**src/rtl/ram_burst_initiator_pkg.sv**
```systemverilog
// Shared definitions for the RAM burst initiator, the data RAM and the CPU side.
package ram_burst_initiator_pkg;

  localparam int unsigned ADDR_W    = 10;
  localparam int unsigned DATA_W    = 16;
  localparam int unsigned LEN_W     = 4;
  localparam int unsigned RAM_DEPTH = 1 << ADDR_W;
  localparam int unsigned MAX_BURST = 1 << LEN_W;

  typedef enum logic [1:0] {
    StIdle  = 2'd0,
    StRead  = 2'd1,
    StWrite = 2'd2
  } state_e;

endpackage

```
**src/rtl/ram_burst_initiator_if.sv**
```systemverilog
// Request/response channel plus RAM port of the burst initiator.
interface ram_burst_initiator_if;
  import ram_burst_initiator_pkg::*;

  logic              req_valid;
  logic              req_ready;
  logic              req_we;
  logic [ADDR_W-1:0] req_addr;
  logic [DATA_W-1:0] req_wdata;
  logic [LEN_W-1:0]  req_len;
  logic              rsp_valid;
  logic              rsp_ready;
  logic [DATA_W-1:0] rsp_data;
  logic              rsp_last;
  logic              ram_read_en;
  logic              ram_write_en;
  logic [ADDR_W-1:0] ram_addr;
  logic [DATA_W-1:0] ram_din;
  logic [DATA_W-1:0] ram_dout;

  // Initiator view
  modport slave (
    input  req_valid, req_we, req_addr, req_wdata, req_len, rsp_ready, ram_dout,
    output req_ready, rsp_valid, rsp_data, rsp_last, ram_read_en, ram_write_en, ram_addr,
           ram_din
  );

  // CPU + RAM environment view
  modport master (
    output req_valid, req_we, req_addr, req_wdata, req_len, rsp_ready, ram_dout,
    input  req_ready, rsp_valid, rsp_data, rsp_last, ram_read_en, ram_write_en, ram_addr,
           ram_din
  );

endinterface

```
**src/rtl/ram_burst_initiator_resp_fifo2.sv**
```systemverilog
// Two-entry response FIFO; simultaneous push and pop allowed at any occupancy.
module ram_burst_initiator_resp_fifo2
  import ram_burst_initiator_pkg::*;
#(
  parameter int unsigned WIDTH = DATA_W + 1
) (
  input  logic             clk,
  input  logic             rst,
  input  logic             i_push,
  input  logic [WIDTH-1:0] i_data,
  input  logic             i_pop,
  output logic [WIDTH-1:0] o_data,
  output logic             o_empty,
  output logic [1:0]       o_count
);

  logic [WIDTH-1:0] r_mem [2];
  logic             r_wr_ptr;
  logic             r_rd_ptr;
  logic [1:0]       r_count;
  logic             w_pop;

  assign w_pop   = i_pop && (r_count != 2'd0);
  assign o_data  = r_mem[r_rd_ptr];
  assign o_empty = (r_count == 2'd0);
  assign o_count = r_count;

  // Storage, pointers and occupancy. When full, push+pop overwrites the slot being popped.
  always_ff @(posedge clk or posedge rst) begin
    if (rst) begin
      r_mem[0] <= '0;
      r_mem[1] <= '0;
      r_wr_ptr <= 1'b0;
      r_rd_ptr <= 1'b0;
      r_count  <= 2'd0;
    end else begin
      if (i_push) begin
        r_mem[r_wr_ptr] <= i_data;
        r_wr_ptr        <= ~r_wr_ptr;
      end
      if (w_pop) begin
        r_rd_ptr <= ~r_rd_ptr;
      end
      if (i_push && !w_pop) begin
        r_count <= r_count + 2'd1;
      end else if (!i_push && w_pop) begin
        r_count <= r_count - 2'd1;
      end
    end
  end

endmodule

```
**src/rtl/ram_burst_initiator.sv**
```systemverilog
// CPU-side initiator for the 16x1024 data RAM: posted writes, 1-16 beat read bursts.
module ram_burst_initiator
  import ram_burst_initiator_pkg::*;
(
  input  logic                  clk,
  input  logic                  rst,
  ram_burst_initiator_if.slave  bus
);

  localparam logic [LEN_W:0] OneBeat = (LEN_W + 1)'(1);

  state_e            r_state, w_state_next;
  logic [ADDR_W-1:0] r_cur_addr, w_cur_addr_next;
  logic [DATA_W-1:0] r_wdata, w_wdata_next;
  logic [LEN_W:0]    r_beats_left, w_beats_next;
  logic [ADDR_W-1:0] r_addr_hold;
  logic [DATA_W-1:0] r_din_hold;
  logic              r_inflight;
  logic              r_last_tag;

  logic              w_rd_en;
  logic              w_wr_en;
  logic              w_last_issue;
  logic              w_req_ready;
  logic              w_pop;
  logic [2:0]        w_occupancy;
  logic              w_credit_ok;
  logic [ADDR_W-1:0] w_ram_addr;
  logic [DATA_W:0]   w_fifo_data;
  logic              w_fifo_empty;
  logic [1:0]        w_fifo_count;

  assign w_pop       = !w_fifo_empty && bus.rsp_ready;
  // Words already owed to the FIFO after this cycle's pop; a new read needs a free slot.
  assign w_occupancy = {1'b0, w_fifo_count} + {2'b00, r_inflight} - {2'b00, w_pop};
  assign w_credit_ok = (w_occupancy < 3'd2);

  // Next-state, request accept and RAM enable decode
  always_comb begin
    w_state_next    = r_state;
    w_cur_addr_next = r_cur_addr;
    w_wdata_next    = r_wdata;
    w_beats_next    = r_beats_left;
    w_rd_en         = 1'b0;
    w_wr_en         = 1'b0;
    w_last_issue    = 1'b0;
    w_req_ready     = 1'b0;
    unique case (r_state)
      StIdle: begin
        w_req_ready = 1'b1;
        if (bus.req_valid) begin
          w_cur_addr_next = bus.req_addr;
          w_wdata_next    = bus.req_wdata;
          w_beats_next    = {1'b0, bus.req_len} + OneBeat;
          w_state_next    = bus.req_we ? StWrite : StRead;
        end
      end
      StWrite: begin
        w_wr_en      = 1'b1;
        w_state_next = StIdle;
      end
      StRead: begin
        if (w_credit_ok) begin
          w_rd_en         = 1'b1;
          w_cur_addr_next = r_cur_addr + 1'b1;
          w_beats_next    = r_beats_left - OneBeat;
          w_last_issue    = (r_beats_left == OneBeat);
          if (w_last_issue) begin
            w_state_next = StIdle;
          end
        end
      end
      default: w_state_next = StIdle;
    endcase
  end

  assign w_ram_addr       = (w_rd_en || w_wr_en) ? r_cur_addr : r_addr_hold;
  assign bus.req_ready    = w_req_ready;
  assign bus.ram_read_en  = w_rd_en;
  assign bus.ram_write_en = w_wr_en;
  assign bus.ram_addr     = w_ram_addr;
  assign bus.ram_din      = w_wr_en ? r_wdata : r_din_hold;

  // State, request latches, held RAM outputs and in-flight read tracking
  always_ff @(posedge clk or posedge rst) begin
    if (rst) begin
      r_state      <= StIdle;
      r_cur_addr   <= '0;
      r_wdata      <= '0;
      r_beats_left <= '0;
      r_addr_hold  <= '0;
      r_din_hold   <= '0;
      r_inflight   <= 1'b0;
      r_last_tag   <= 1'b0;
    end else begin
      r_state      <= w_state_next;
      r_cur_addr   <= w_cur_addr_next;
      r_wdata      <= w_wdata_next;
      r_beats_left <= w_beats_next;
      r_inflight   <= w_rd_en;
      r_last_tag   <= w_last_issue;
      if (w_rd_en || w_wr_en) begin
        r_addr_hold <= w_ram_addr;
      end
      if (w_wr_en) begin
        r_din_hold <= r_wdata;
      end
    end
  end

  ram_burst_initiator_resp_fifo2 #(
    .WIDTH(DATA_W + 1)
  ) u_resp_fifo (
    .clk    (clk),
    .rst    (rst),
    .i_push (r_inflight),
    .i_data ({r_last_tag, bus.ram_dout}),
    .i_pop  (w_pop),
    .o_data (w_fifo_data),
    .o_empty(w_fifo_empty),
    .o_count(w_fifo_count)
  );

  assign bus.rsp_valid = !w_fifo_empty;
  assign bus.rsp_data  = w_fifo_data[DATA_W-1:0];
  assign bus.rsp_last  = w_fifo_data[DATA_W];

endmodule
```
**src/flat_wrapper.sv**
```systemverilog
// flat-port wrapper written by rule: the top's interface ports become plain ports
module ram_burst_initiator_flat import ram_burst_initiator_pkg::*;
  (clk, rst, bus_req_valid, bus_req_we, bus_req_addr, bus_req_wdata, bus_req_len, bus_rsp_ready, bus_ram_dout, bus_req_ready, bus_rsp_valid, bus_rsp_data, bus_rsp_last, bus_ram_read_en, bus_ram_write_en, bus_ram_addr, bus_ram_din);
  ram_burst_initiator_if bus_i ();
  input  logic clk;
  input  logic rst;
  input wire logic [$bits(bus_i.req_valid)-1:0] bus_req_valid;
  input wire logic [$bits(bus_i.req_we)-1:0] bus_req_we;
  input wire logic [$bits(bus_i.req_addr)-1:0] bus_req_addr;
  input wire logic [$bits(bus_i.req_wdata)-1:0] bus_req_wdata;
  input wire logic [$bits(bus_i.req_len)-1:0] bus_req_len;
  input wire logic [$bits(bus_i.rsp_ready)-1:0] bus_rsp_ready;
  input wire logic [$bits(bus_i.ram_dout)-1:0] bus_ram_dout;
  output wire logic [$bits(bus_i.req_ready)-1:0] bus_req_ready;
  output wire logic [$bits(bus_i.rsp_valid)-1:0] bus_rsp_valid;
  output wire logic [$bits(bus_i.rsp_data)-1:0] bus_rsp_data;
  output wire logic [$bits(bus_i.rsp_last)-1:0] bus_rsp_last;
  output wire logic [$bits(bus_i.ram_read_en)-1:0] bus_ram_read_en;
  output wire logic [$bits(bus_i.ram_write_en)-1:0] bus_ram_write_en;
  output wire logic [$bits(bus_i.ram_addr)-1:0] bus_ram_addr;
  output wire logic [$bits(bus_i.ram_din)-1:0] bus_ram_din;
  assign bus_i.req_valid = bus_req_valid;
  assign bus_i.req_we = bus_req_we;
  assign bus_i.req_addr = bus_req_addr;
  assign bus_i.req_wdata = bus_req_wdata;
  assign bus_i.req_len = bus_req_len;
  assign bus_i.rsp_ready = bus_rsp_ready;
  assign bus_i.ram_dout = bus_ram_dout;
  assign bus_req_ready = bus_i.req_ready;
  assign bus_rsp_valid = bus_i.rsp_valid;
  assign bus_rsp_data = bus_i.rsp_data;
  assign bus_rsp_last = bus_i.rsp_last;
  assign bus_ram_read_en = bus_i.ram_read_en;
  assign bus_ram_write_en = bus_i.ram_write_en;
  assign bus_ram_addr = bus_i.ram_addr;
  assign bus_ram_din = bus_i.ram_din;
  ram_burst_initiator u_core (.clk(clk), .rst(rst), .bus(bus_i));
endmodule
```
**config.mk**
```make
export PLATFORM = sky130hd
export DESIGN_NAME = ram_burst_initiator_flat
export DESIGN_NICKNAME = d
export VERILOG_FILES = /design/src/rtl/ram_burst_initiator_pkg.sv /design/src/rtl/ram_burst_initiator_if.sv /design/src/rtl/ram_burst_initiator_resp_fifo2.sv /design/src/rtl/ram_burst_initiator.sv /design/src/flat_wrapper.sv
export SDC_FILE = /design/constraint.sdc
export NUM_CORES = 1
export LEC_CHECK = 0
export CAP_MARGIN = 20
export CORE_MARGIN = 4
export CORE_UTILIZATION = 29
export CTS_CLUSTER_SIZE = 12
export DETAILED_ROUTE_END_ITERATION = 8
export GPL_TIMING_DRIVEN = 0
export PLACE_DENSITY = 0.57
export RECOVER_POWER = 50
export SYNTH_ARGS = -nofsm -noshare
export SYNTH_HDL_FRONTEND = slang
export SYNTH_SLANG_ARGS = --single-unit
```
**constraint.sdc**
```tcl
create_clock -name clk -period 6.8 [get_ports clk]
set_input_delay 1.02 -clock clk [delete_from_list [all_inputs] [get_ports clk]]
set_output_delay 1.02 -clock clk [all_outputs]
set_load 0.03 [all_outputs]
```
# Word-level counts from Yosys, hierarchy flattened
# Index checks and enable logic that the tools add are counted.
# Widths: inputs -> output; s select.
# op_classes
n_eq_ne	6
n_mux	27
bitwise	4
n_reduce_logical	17
n_addsub	7
n_lt_le_gt_ge	4
# ops
cell	count
$mux 17	4
$bwmux 34	1
$mux 10	3
$pmux 10 s2	1
$demux 17 s1	1
$mux 16	1
$mux 2	6
$add 10x1->10 const B	1
$mux 5	2
$pmux 5 s2	1
$mux 1	6
$reduce_and 3->1	2
$reduce_bool 2->1	3
$add 4x1->5 const B	1
$eq 5x1->1 const B	1
$logic_and 1x1->1	5
$sub 5x1->5 const B	1
$ge 2x2->1 const B	2
$logic_not 2->1	2
$ne 2x1->1 const B	2
$not 1->2	2
$pmux 2 s2	1
$add 2x1->3	1
$logic_not 1->1	3
11 further kinds	12
# totals
elab_cells	78
in_bits	51
regBits	99
out_inout_bits	47

# Longest topological paths before layout
# depth
depth_word	9
depth_mapped	11
mapped_depth_nobuf	9

# By module
# A second synthesis with hierarchy kept.
# unflattened
hier_cells	345
area_unflattened_um2	4664.5
# by_module_without_submodules
module	seq_area_each_um2	n_inst	area_each_um2	cells_per_inst
ram_burst_initiator	1526.5	1	2961.6	239
ram_burst_initiator_resp_fifo2	950.9	1	1702.9	106

# Worst setup path after synthesis
# No wires, ideal clock.
# synth_path
path_kind	input -> output
start	in bus_rsp_ready
end	out bus_ram_addr[0]
cell_stages	9
t_arrival_ns	3.084
slack_ns	2.696
n_path_buf	1
t_required_ns	5.780
path_cell_list	nand2_1 -> ha_1 -> nand2b_1 -> fa_1 -> xnor2_1 -> and3_4 -> nor2_2 -> buf_6 -> mux2_4
# synth_between
elab_chain_len	7
# synth_rtl
item	line	source
start: declaration	flat_wrapper.sv:12	input wire logic [$bits(bus_i.rsp_ready)-1:0] bus_rsp_ready;
$logic_and 1x1->1	ram_burst_initiator.sv:33	assign w_pop = !w_fifo_empty && bus.rsp_ready;
$sub 3x1->3	ram_burst_initiator.sv:35	assign w_occupancy = {1'b0, w_fifo_count} + {2'b00, r_inflight} - {2'b00, w_pop};
$lt 3x2->1	ram_burst_initiator.sv:36	assign w_credit_ok = (w_occupancy < 3'd2);
$mux 1	ram_burst_initiator.sv:63	if (w_credit_ok) begin
$mux 1	ram_burst_initiator.sv:48	unique case (r_state)
via bus_ram_read_en	flat_wrapper.sv:18	output wire logic [$bits(bus_i.ram_read_en)-1:0] bus_ram_read_en;
$logic_or 1x1->1	ram_burst_initiator.sv:77	assign w_ram_addr = (w_rd_en || w_wr_en) ? r_cur_addr : r_addr_hold;
$mux 10	ram_burst_initiator.sv:77	
end: declaration	flat_wrapper.sv:20	output wire logic [$bits(bus_i.ram_addr)-1:0] bus_ram_addr;
# The timed path passes the listed nets, and every way through them passes these cells.

# Worst setup path in the final report
# layout_path
start	in bus_rsp_ready
end	out bus_ram_addr[8]
# layout_between
elab_chain_len	7
# layout_rtl
item	line
$logic_and 1x1->1	ram_burst_initiator.sv:33
$sub 3x1->3	ram_burst_initiator.sv:35
$lt 3x2->1	ram_burst_initiator.sv:36
$mux 1	ram_burst_initiator.sv:63
$mux 1	ram_burst_initiator.sv:48
$logic_or 1x1->1	ram_burst_initiator.sv:77
$mux 10	ram_burst_initiator.sv:77
# Every way passes these cells.

==> summary.md <==
| Metric | Value |
|---|---|
| I/O Buffers | 97 |
| PD cells | 576.6 nW/um2 |
| Die area | 17910 um2 |
| Pwr Total | 3572 uW |
| CP Launch Type | primary input |
| Max Root-Sink Buffers | 2 |
| Relative slew slack | -0.01228 |
| Total negative slack | 0 ns |
| Total track usage | 0.1176 |
| Sequential share of the synthesized area | 0.5397 |
| Initial antenna violation count | 0 |
| Slew Limit Fails | 33 |
| Violated checks | capacitance limit, slew limit |
| Synth area leader | dfrtp_1 |
| Leak pwr | 0.002629 uW |
| Post-CTS Setup Bufs | 0 |
| Synth top area cells | dfrtp_1, mux2_2, mux2_4, a21oi_1, ha_1 |
| GR Layer Usage met3 | 0.04014 |
| Most common cell after layout, fill and taps aside | dfrtp_1 |
| Synthesized flop and latch total | 99 |
| Fin Clk Skew | 0.005473 ns |
| HPWL Detailed | 7.251 mm |
| Fin. Hold Viols | 0 |
| Met2 Usage GRT | 0.1962 |
| Synth top area share | 0.5397 |
| CTS H-Tree Depth | 3 |
| Post-layout net count | 506 |
| Width of the die | 133.8 um |
| DRC errors left | 0 |
| Switch Pwr | 1364 uW |
| CP required | 5.78 ns |
| First-pass GRT wire length | 16.78 mm |
| N_diodes | 0 |
| Internal | 2208 uW |
| Die H | 133.8 um |
| Final core utilization | 0.4031 |
| Clock Latency Late Sink | 0.34 ns |
| Worst Tran Pin Value | 1.510 ns |
| Sw Ratio | 0.3819 |
| CTS tree | yes |
| Peak VDD IR | 212.0 uV |
| Clk pwr share | 0.166 |
| CORE AREA | 15370 um2 |
| Syn nets | 397 |
| Tcrit/Tclk final | 0.7881 |
| Via density | 4.562 |
| Clock slew at reported path FFs | 0.07 ns |
| Layer with the highest usage | met2 |
| DR WL/cell | 15.32 um |
| Average cell area after synthesis | 13.54 um2 |
| Most frequent cells in the layout | dfrtp_1, clkdlybuf4s50_1, mux2_2 |
| Yosys warnings | 0 |
| Seq pwr share | 0.294 |
| Netlist cell types | 41 |
| RSZ-0062 raised after global routing | no |
| Inst Count DP | 648 |
| # IOs | 98 |
| Global-route track usage on met1 | 0.1461 |
| # rows | 45 |
| 1st-pass router iterations | 4 |
| Ratio of cells with drive above 1 in the final layout | 0.2826 |
| Worst Path Arrival | 4.34 ns |
| Gate power share | 0.540 |
| Synthesized area | 4591 um2 |
| Gr ovfl total | 0 |
| Sink Count | 99 |
| DR vias | 3029 |
| Largest net degree at the start of global routing | 68 |
| Final setup vio count | 0 |
| Max Cap Viol | 1 |
| RePlAce Congestion | 0.7669 |
| CP Max Fanout | 10 |
| Non-Filler Instances | 664 |
| DRT iter0 DRCs | 92 |
| Post-Route WL | 10.17 mm |
| Final antenna-violating net count | 0 |
| Max Freq | 0.1866 GHz |
| Cts repair resizes | 0 |
| Hold Path Class | flop to flop |
| Synthesized instance count | 339 |
| Cts hold-fix bufs | 0 |
| Status | complete, but fails checks |
| Initial Util | 0.2987 |
| Minimum clock period | 5.359 ns |
| Crit. End Element | output pin |
| Area Growth Syn to Fin | 34.97% |
| Total CTS buffers | 9 |
| Root buffer cell | clkbuf_16 |
| Crit Path Category | primary input to output pin |
| Vias in the first global route | 3254 |
[area by class of cell]
class | count | area (um2)
fillers | 1466 | 9175
flip-flops and latches | 99 | 2477
multi-input cells | 216 | 1957
repair buffers | 98 | 998.5
well taps | 211 | 264.0
clock buffers | 10 | 239.0
plain buffers | 17 | 121.4
clock inverters | 6 | 111.4
inverters | 7 | 27.53
[metrics by stage]
| step | setup WS [ns] | hold WS [ns] | area, um2 |
|---|---|---|---|
| 6_report | 1.441 | 0.4851 | 6196 |
| 5_1_grt | 1.323 | 0.5057 | 6196 |
| 4_1_cts | 1.514 | 0.5006 | 6206 |
| 3_5_place_dp | 1.521 | 0.4840 | 5856 |
| 3_3_place_gp | 1.561 | 0.4804 | 5826 |
| 2_1_floorplan | 2.696 | 0.4713 | 4591 |
[cells in the mapped netlist, drive strengths merged]
library cell and number:
mux2 103, dfrtp 99, a21oi 15, buf 15, nor2 15, nand2 13
o21ai 10, inv 7, nand3 7, ha 6, a31oi 4, o22ai 4
xnor2 4, xor2 4, and3 3, nand2b 3, nor3 3, a211oi 2
a311oi 2, clkbuf 2, nor2b 2, nor3b 2, o2bb2a 2, or2 2
a22oi 1, a31o 1, a41o 1, and2 1, and4 1, fa 1
mux2i 1, o22a 1, o31ai 1, o32ai 1
[registers in the layout, summed over array words and instances (netlist names), 2 cells and up]
register	flops
u_core.r_addr_hold	10
u_core.r_beats_left	5
u_core.r_cur_addr	10
u_core.r_din_hold	16
u_core.r_state	2
u_core.r_wdata	16
u_core.u_resp_fifo.o_count	2
u_core.u_resp_fifo.r_mem	34
[cell families (layout without fill, tap and decap cells)]
family / Yosys count / after routing / share of synthesized area
buffers and inverters: 24 / 138 / 0.03352
adder cells (fa/ha/maj): 7 / 7 / 0.02071
flip-flops: 99 / 99 / 0.5397
multiplexers: 104 / 104 / 0.2712
XOR/XNOR: 8 / 8 / 0.01526
AO/OA/AOI/OAI: 45 / 45 / 0.06078
AND/OR/NAND/NOR: 52 / 52 / 0.05887
[worst max-delay path, cell delays in order]
cell	delay [ns]
dlygate4sd3_1	0.53
nand2_1	0.10
ha_1	0.35
nand2b_1	0.18
fa_1	0.38
xnor2_1	0.34
and3_4	0.28
nor2_2	0.06
buf_6	0.19
mux2_4	0.31
clkdlybuf4s50_1	0.59
[power groups by stage]
stage / clock network (uW) / logic (uW) / registers, uW
detailed placement: 0 / 1960 / 1070
finish: 592 / 1930 / 1050
CTS: 618 / 1970 / 1060
global placement: 0 / 1930 / 1040
global route: 644 / 2070 / 1090
floorplan: 0 / 1380 / 1010
[path summary, 6_finish.rpt]
| path | to | start | cells past startpoint | slack (ns) |
|---|---|---|---|---|
| hold reg to reg | u_core.r_din_hold[5]$_DFF_PP0_ | u_core.r_din_hold[5]$_DFF_PP0_ | 1 | 0.49 |
| setup reg to reg | u_core.r_addr_hold[6]$_DFFE_PP0P_ | u_core.u_resp_fifo.o_count[1]$_DFFE_PP0P_ | 10 | 3.79 |
| min in group asynchronous | u_core.r_wdata[14]$_DFFE_PP0P_ | rst | 2 | 1.48 |
| hold / removal | u_core.r_din_hold[5]$_DFF_PP0_ | u_core.r_din_hold[5]$_DFF_PP0_ | 1 | 0.49 |
| setup / recovery | bus_ram_addr[8] | bus_rsp_ready | 11 | 1.44 |
| max in group asynchronous | u_core.u_resp_fifo.r_mem[14]$_DFFE_PP0P_ | rst | 3 | 4.41 |
[layer usage]
| layer | vias to the layer above | part of all wire |
|---|---|---|
| met5 | - | 0 |
| met4 | 0 | 0.012 |
| met3 | 11 | 0.054 |
| met2 | 77 | 0.50 |
| met1 | 1515 | 0.44 |
| li1 | 1426 | - |
(Power assumes the default switching activity.)
